$ cat src/rtl/xor_stream_pkg.sv
`default_nettype none
// ============================================================================
// Module   : xor_stream_pkg
// Brief    : State encodings shared by the XOR stream parity block.
// Revision : 1.0 - initial release
// ============================================================================
package xor_stream_pkg;

    localparam logic [1:0] ST_IDLE  = 2'd0;
    localparam logic [1:0] ST_ACCUM = 2'd1;
    localparam logic [1:0] ST_HOLD  = 2'd2;

    typedef enum logic [1:0] {
        IDLE  = ST_IDLE,
        ACCUM = ST_ACCUM,
        HOLD  = ST_HOLD
    } xsp_state_t;

endpackage
`default_nettype wire

$ cat src/rtl/xor_stream_parity_xor_reduce.sv
`default_nettype none
// ============================================================================
// Module   : xor_reduce
// Brief    : WIDTH-input XOR reduction, the generalised 2-input XOR cell.
// Revision : 1.0 - initial release
// ============================================================================
module xor_reduce #(
    parameter int WIDTH = 8
) (
    input  logic [WIDTH-1:0] in_vec,
    output logic             out_bit
);

    assign out_bit = ^in_vec;

endmodule
`default_nettype wire

$ cat src/rtl/xor_stream_parity.sv
`default_nettype none
// ============================================================================
// Module   : xor_stream_parity
// Brief    : Folds framed valid/ready word streams into XOR, parity, length
//            and overflow results, one registered result per frame.
// Revision : 1.0 - initial release
// ============================================================================
module xor_stream_parity
    import xor_stream_pkg::*;
#(
    parameter  int WIDTH   = 8,
    parameter  int MAX_LEN = 16,
    localparam int LEN_W   = $clog2(MAX_LEN + 1)
) (
    input  logic             clk,
    input  logic             rst,
    input  logic             in_valid,
    output logic             in_ready,
    input  logic [WIDTH-1:0] in_data,
    input  logic             in_last,
    input  logic             odd_mode,
    output logic             out_valid,
    input  logic             out_ready,
    output logic [WIDTH-1:0] out_xor,
    output logic             out_parity,
    output logic [LEN_W-1:0] out_len,
    output logic             out_ovf
);

    localparam logic [LEN_W-1:0] MAX_CNT = LEN_W'(MAX_LEN);

    xsp_state_t       state_q, state_d;
    logic [WIDTH-1:0] acc_q, acc_d;
    logic [LEN_W-1:0] cnt_q, cnt_d;
    logic             ovf_q, ovf_d;
    logic             mode_q, mode_d;
    logic             out_valid_q, out_valid_d;
    logic [WIDTH-1:0] out_xor_q, out_xor_d;
    logic             out_parity_q, out_parity_d;
    logic [LEN_W-1:0] out_len_q, out_len_d;
    logic             out_ovf_q, out_ovf_d;
    logic             accept;
    logic             acc_par;

    // Gated by rst so no beat is taken while the block is being cleared.
    assign in_ready = !rst && (state_q != HOLD);
    assign accept   = in_valid && in_ready;

    always_comb begin
        state_d = state_q;
        acc_d   = acc_q;
        cnt_d   = cnt_q;
        ovf_d   = ovf_q;
        mode_d  = mode_q;
        case (state_q)
            IDLE: begin
                if (accept) begin
                    acc_d   = in_data;
                    cnt_d   = LEN_W'(1);
                    mode_d  = odd_mode;
                    ovf_d   = 1'b0;
                    state_d = in_last ? HOLD : ACCUM;
                end
            end
            ACCUM: begin
                if (accept) begin
                    acc_d = acc_q ^ in_data;
                    if (cnt_q < MAX_CNT) begin
                        cnt_d = cnt_q + LEN_W'(1);
                    end else begin
                        ovf_d = 1'b1;
                    end
                    if (in_last) begin
                        state_d = HOLD;
                    end
                end
            end
            HOLD: begin
                if (out_ready) begin
                    state_d = IDLE;
                end
            end
            default: state_d = IDLE;
        endcase
    end

    // Parity is taken on the next accumulator value so the result registers
    // load on the same edge that accepts the last beat.
    xor_reduce #(
        .WIDTH (WIDTH)
    ) u_xor_reduce (
        .in_vec  (acc_d),
        .out_bit (acc_par)
    );

    always_comb begin
        out_valid_d  = (state_d == HOLD);
        out_xor_d    = out_xor_q;
        out_parity_d = out_parity_q;
        out_len_d    = out_len_q;
        out_ovf_d    = out_ovf_q;
        if (accept && in_last) begin
            out_xor_d    = acc_d;
            out_parity_d = acc_par ^ mode_d;
            out_len_d    = cnt_d;
            out_ovf_d    = ovf_d;
        end
    end

    always_ff @(posedge clk) begin
        if (rst) begin
            state_q      <= IDLE;
            acc_q        <= '0;
            cnt_q        <= '0;
            ovf_q        <= 1'b0;
            mode_q       <= 1'b0;
            out_valid_q  <= 1'b0;
            out_xor_q    <= '0;
            out_parity_q <= 1'b0;
            out_len_q    <= '0;
            out_ovf_q    <= 1'b0;
        end else begin
            state_q      <= state_d;
            acc_q        <= acc_d;
            cnt_q        <= cnt_d;
            ovf_q        <= ovf_d;
            mode_q       <= mode_d;
            out_valid_q  <= out_valid_d;
            out_xor_q    <= out_xor_d;
            out_parity_q <= out_parity_d;
            out_len_q    <= out_len_d;
            out_ovf_q    <= out_ovf_d;
        end
    end

    assign out_valid  = out_valid_q;
    assign out_xor    = out_xor_q;
    assign out_parity = out_parity_q;
    assign out_len    = out_len_q;
    assign out_ovf    = out_ovf_q;

endmodule
`default_nettype wire

$ cat config.mk
export PLATFORM = sky130hd
export DESIGN_NAME = xor_stream_parity
export DESIGN_NICKNAME = d
export VERILOG_FILES = /design/src/rtl/xor_stream_pkg.sv /design/src/rtl/xor_stream_parity_xor_reduce.sv /design/src/rtl/xor_stream_parity.sv
export SDC_FILE = /design/constraint.sdc
export NUM_CORES = 1
export LEC_CHECK = 0
export BUFFER_PORTS_ARGS = -buffer_cell sky130_fd_sc_hd__buf_4
export CAP_MARGIN = 5
export CORE_UTILIZATION = 45
export CTS_CLUSTER_SIZE = 24
export DETAILED_ROUTE_END_ITERATION = 10
export PLACE_DENSITY = 0.67
export SLEW_MARGIN = 20
export SYNTH_ARGS = -nofsm -noshare
export SYNTH_HDL_FRONTEND = slang
export SYNTH_HIERARCHICAL = 1
export SYNTH_SLANG_ARGS = --single-unit
$ cat constraint.sdc
create_clock -name clk -period 6 [get_ports clk]
set_input_delay 1.2 -clock clk [delete_from_list [all_inputs] [get_ports clk]]
set_output_delay 1.2 -clock clk [all_outputs]
set_load 0.02 [all_outputs]
==> run metrics <==
run status completed; cell count after synthesis 185; drt initial violations 124; dominant synthesized flop cell dfxtp_1; synthesized cell area approximately 1600 um^2; CTS tree yes; sequential cell area between 600 and 700 um^2; area of the core around 3400 um^2; DRT Wirelength 3.806 mm; RR Startpoint state_q[1]; Min-Delay Path Class flop to flop; GR Overflow Total 0; # port buffers 30; n_diodes 0; Sink Count 33; Worst Setup End Kind flop; Chip Height between 60 and 70 um; maxcap violations 0; area post-placement around 1800 um^2; area grow syn2layout 17.44%; Setup crit start rst; Syn Nets 200; # H-tree levels 2; Worst Setup EP out_parity; hold buffer count at cts 0; Cell Rows 21; Setup Fix Bufs, Post-CTS 0; FF-to-FF setup slack 3.44 ns; initial antenna violation count 0; design area about 1900 um^2; Ys Warns 6; Final Max Slew Viols 0; share of cells above drive strength 1 ~18%; vias in the first global route ~1,300; crit-path max FO 41; pre-CTS setup slack around 2.5 ns; crit start category primary input; Num CTS Buffers 5; Slew @ Worst Pin 0.9117 ns; CP peak stage delay between 0.5 and 0.6 ns; Reg2Reg Depth 8; Largest delay share family, worst path simple AND/OR/NAND/NOR gates; Async S/R FF share, synth 0%; first-pass GRT wire length 6.003 mm; residual DRC count 0; post-route ant nets 0; PnR worst setup slack between 2 and 3 ns; number of stages on the worst setup path 9; DR pass1 iterations 4; Slowest-stage cell, CP or3b_1; commonest non-fill, non-tap cell in the layout dfxtp_1; GRT Resource Usage Total between 20% and 30%; slew margin rel. between 30% and 40%; total power roughly 0.45 mW; Worst-Skew Late Latency around 0.33 ns; clock skew roughly 0.0070 ns; routability cong. around 0.78; Root Buffer Master clkbuf_4; Fillers about 340; RSZ-0062 raised after global routing false; FMAX 317.1 MHz; chip width 61.50 um; io pins 31; fin nets 225; WL/cell about 15 um; Fin. Hold Viols 0; multi-input combinational cell area 853.3 um^2; Crit path required time between 6 and 7 ns; number of synthesized flops with an enable pin 0; critical path data arrival time 3.40 ns; largest net degree at the start of global routing 42; buffer and inverter count on the worst path 1; library cells used by synthesis 43; clock tree buffer depth 2; most frequent cells in the layout dfxtp_1, buf_4, a21oi_1; FF+latch count, synth 33; CP Class primary input to flop; Top cell by count, worst path xnor2_1; worst r2r dst out_parity; Setup TNS 0 ns; share of the yosys chip area belonging to registers between 40 and 50%; syn avg cell area approximately 8.6 um^2; crit path cell chain buf_4 -> or3b_1 -> o21ai_0 -> nand2_1 -> xnor2_1 -> xnor2_1 -> xnor2_1 -> nor3_1 -> o32ai_1; CTS resizes 0; hpwl dp 2.561 mm; Initial Util between 40% and 50%; power density over the cells about 240 nW/um^2; post-layout min period about 3.2 ns; leakage power ~0.73 nW; Worst-path clk slew about 0.10 ns; final worst path period share between 50% and 60%; final setup violation count 0; full die area about 3800 um^2; via density per instance 5.871; Peak VDD IR 0.1214 mV; detailed-route via count around 1,500
Yosys cell counts, types with 4 or more instances:
cell      count  share of area [%]
inv_1         5                1.2
dfxtp_1      33                 41
nor2_1        9                2.1
o21ai_0      10                3.1
nand3_1      10                3.1
a311oi_1      9                4.9
xnor2_1       6                3.3
nor2b_1       9                3.5
a21oi_1      22                6.9
nand2_1      18                4.2
clkbuf_1      4               0.94
buf_2         6                1.9
where the power goes:
part	leakage (nW)	internal [mW]	switching, mW	total [mW]
Clock	0.0314	0.0553	0.0736	0.129
Sequential	0.269	0.229	0.00992	0.239
Combinational	0.426	0.0384	0.0456	0.0840
Total	0.727	0.323	0.129	0.452
flip-flops by register name (all words and copies together), names as in the netlist:
signal	flops
ovf_q	1
out_xor	8
acc_q	8
mode_q	1
state_q	2
out_len	5
out_valid	1
cnt_q	5
out_ovf	1
out_parity	1
worst min-delay path by stage:
| stage | start | end | depth (start not counted) |
|---|---|---|---|
| global placement | out_ovf | out_ovf | 1 |
| global route | ovf_q | ovf_q | 2 |
| floorplan | ovf_q | ovf_q | 2 |
| CTS | ovf_q | ovf_q | 2 |
| detailed placement | ovf_q | ovf_q | 2 |
| finish | ovf_q | ovf_q | 2 |
worst reg2reg max path, stage by stage (launching register included):
cell	delay (ns)
dfxtp_1	0.48
or3b_1	0.60
o21ai_0	0.35
nand2_1	0.12
xnor2_1	0.25
xnor2_1	0.17
xnor2_1	0.16
nor3_1	0.08
o32ai_1	0.27
final cells by class:
| cell class | instances | share of cell area [%] |
|---|---|---|
| flip-flops and latches | 33 | 35.32 |
| clock buffers | 7 | 2.943 |
| repair buffers | 30 | 12.04 |
| multi-input cells | 135 | 45.62 |
| inverters | 5 | 1.003 |
| well taps | 46 | 3.077 |
kinds of logic after synthesis:
logic type / synth area share (%)
flip-flops: 41.48
adder cells (fa/ha/maj): 0.7854
multiplexers: 1.257
AND/OR/NAND/NOR: 23.02
AO/OA/AOI/OAI: 24.67
buffers and inverters: 4.949
XOR/XNOR: 3.849
per-stage QoR:
step           util, %  std cells  hold WS, ns
5_1_grt          55.62        256       0.5153
3_3_place_gp     53.98        249       0.4715
6_report         55.62        256       0.4908
4_1_cts          55.62        256       0.4937
3_5_place_dp     53.98        249       0.4764
2_1_floorplan        -        185       0.4505
routing by layer:
layer	up-vias	share of wire, %	track usage [%]
met5	-	0	0
met4	0	1.0	7.619
met3	4	5.0	5.042
met2	40	50	35.48
met1	724	44	28.97
li1	735	-	-
Note: power is estimated with default switching activity, not from simulation.
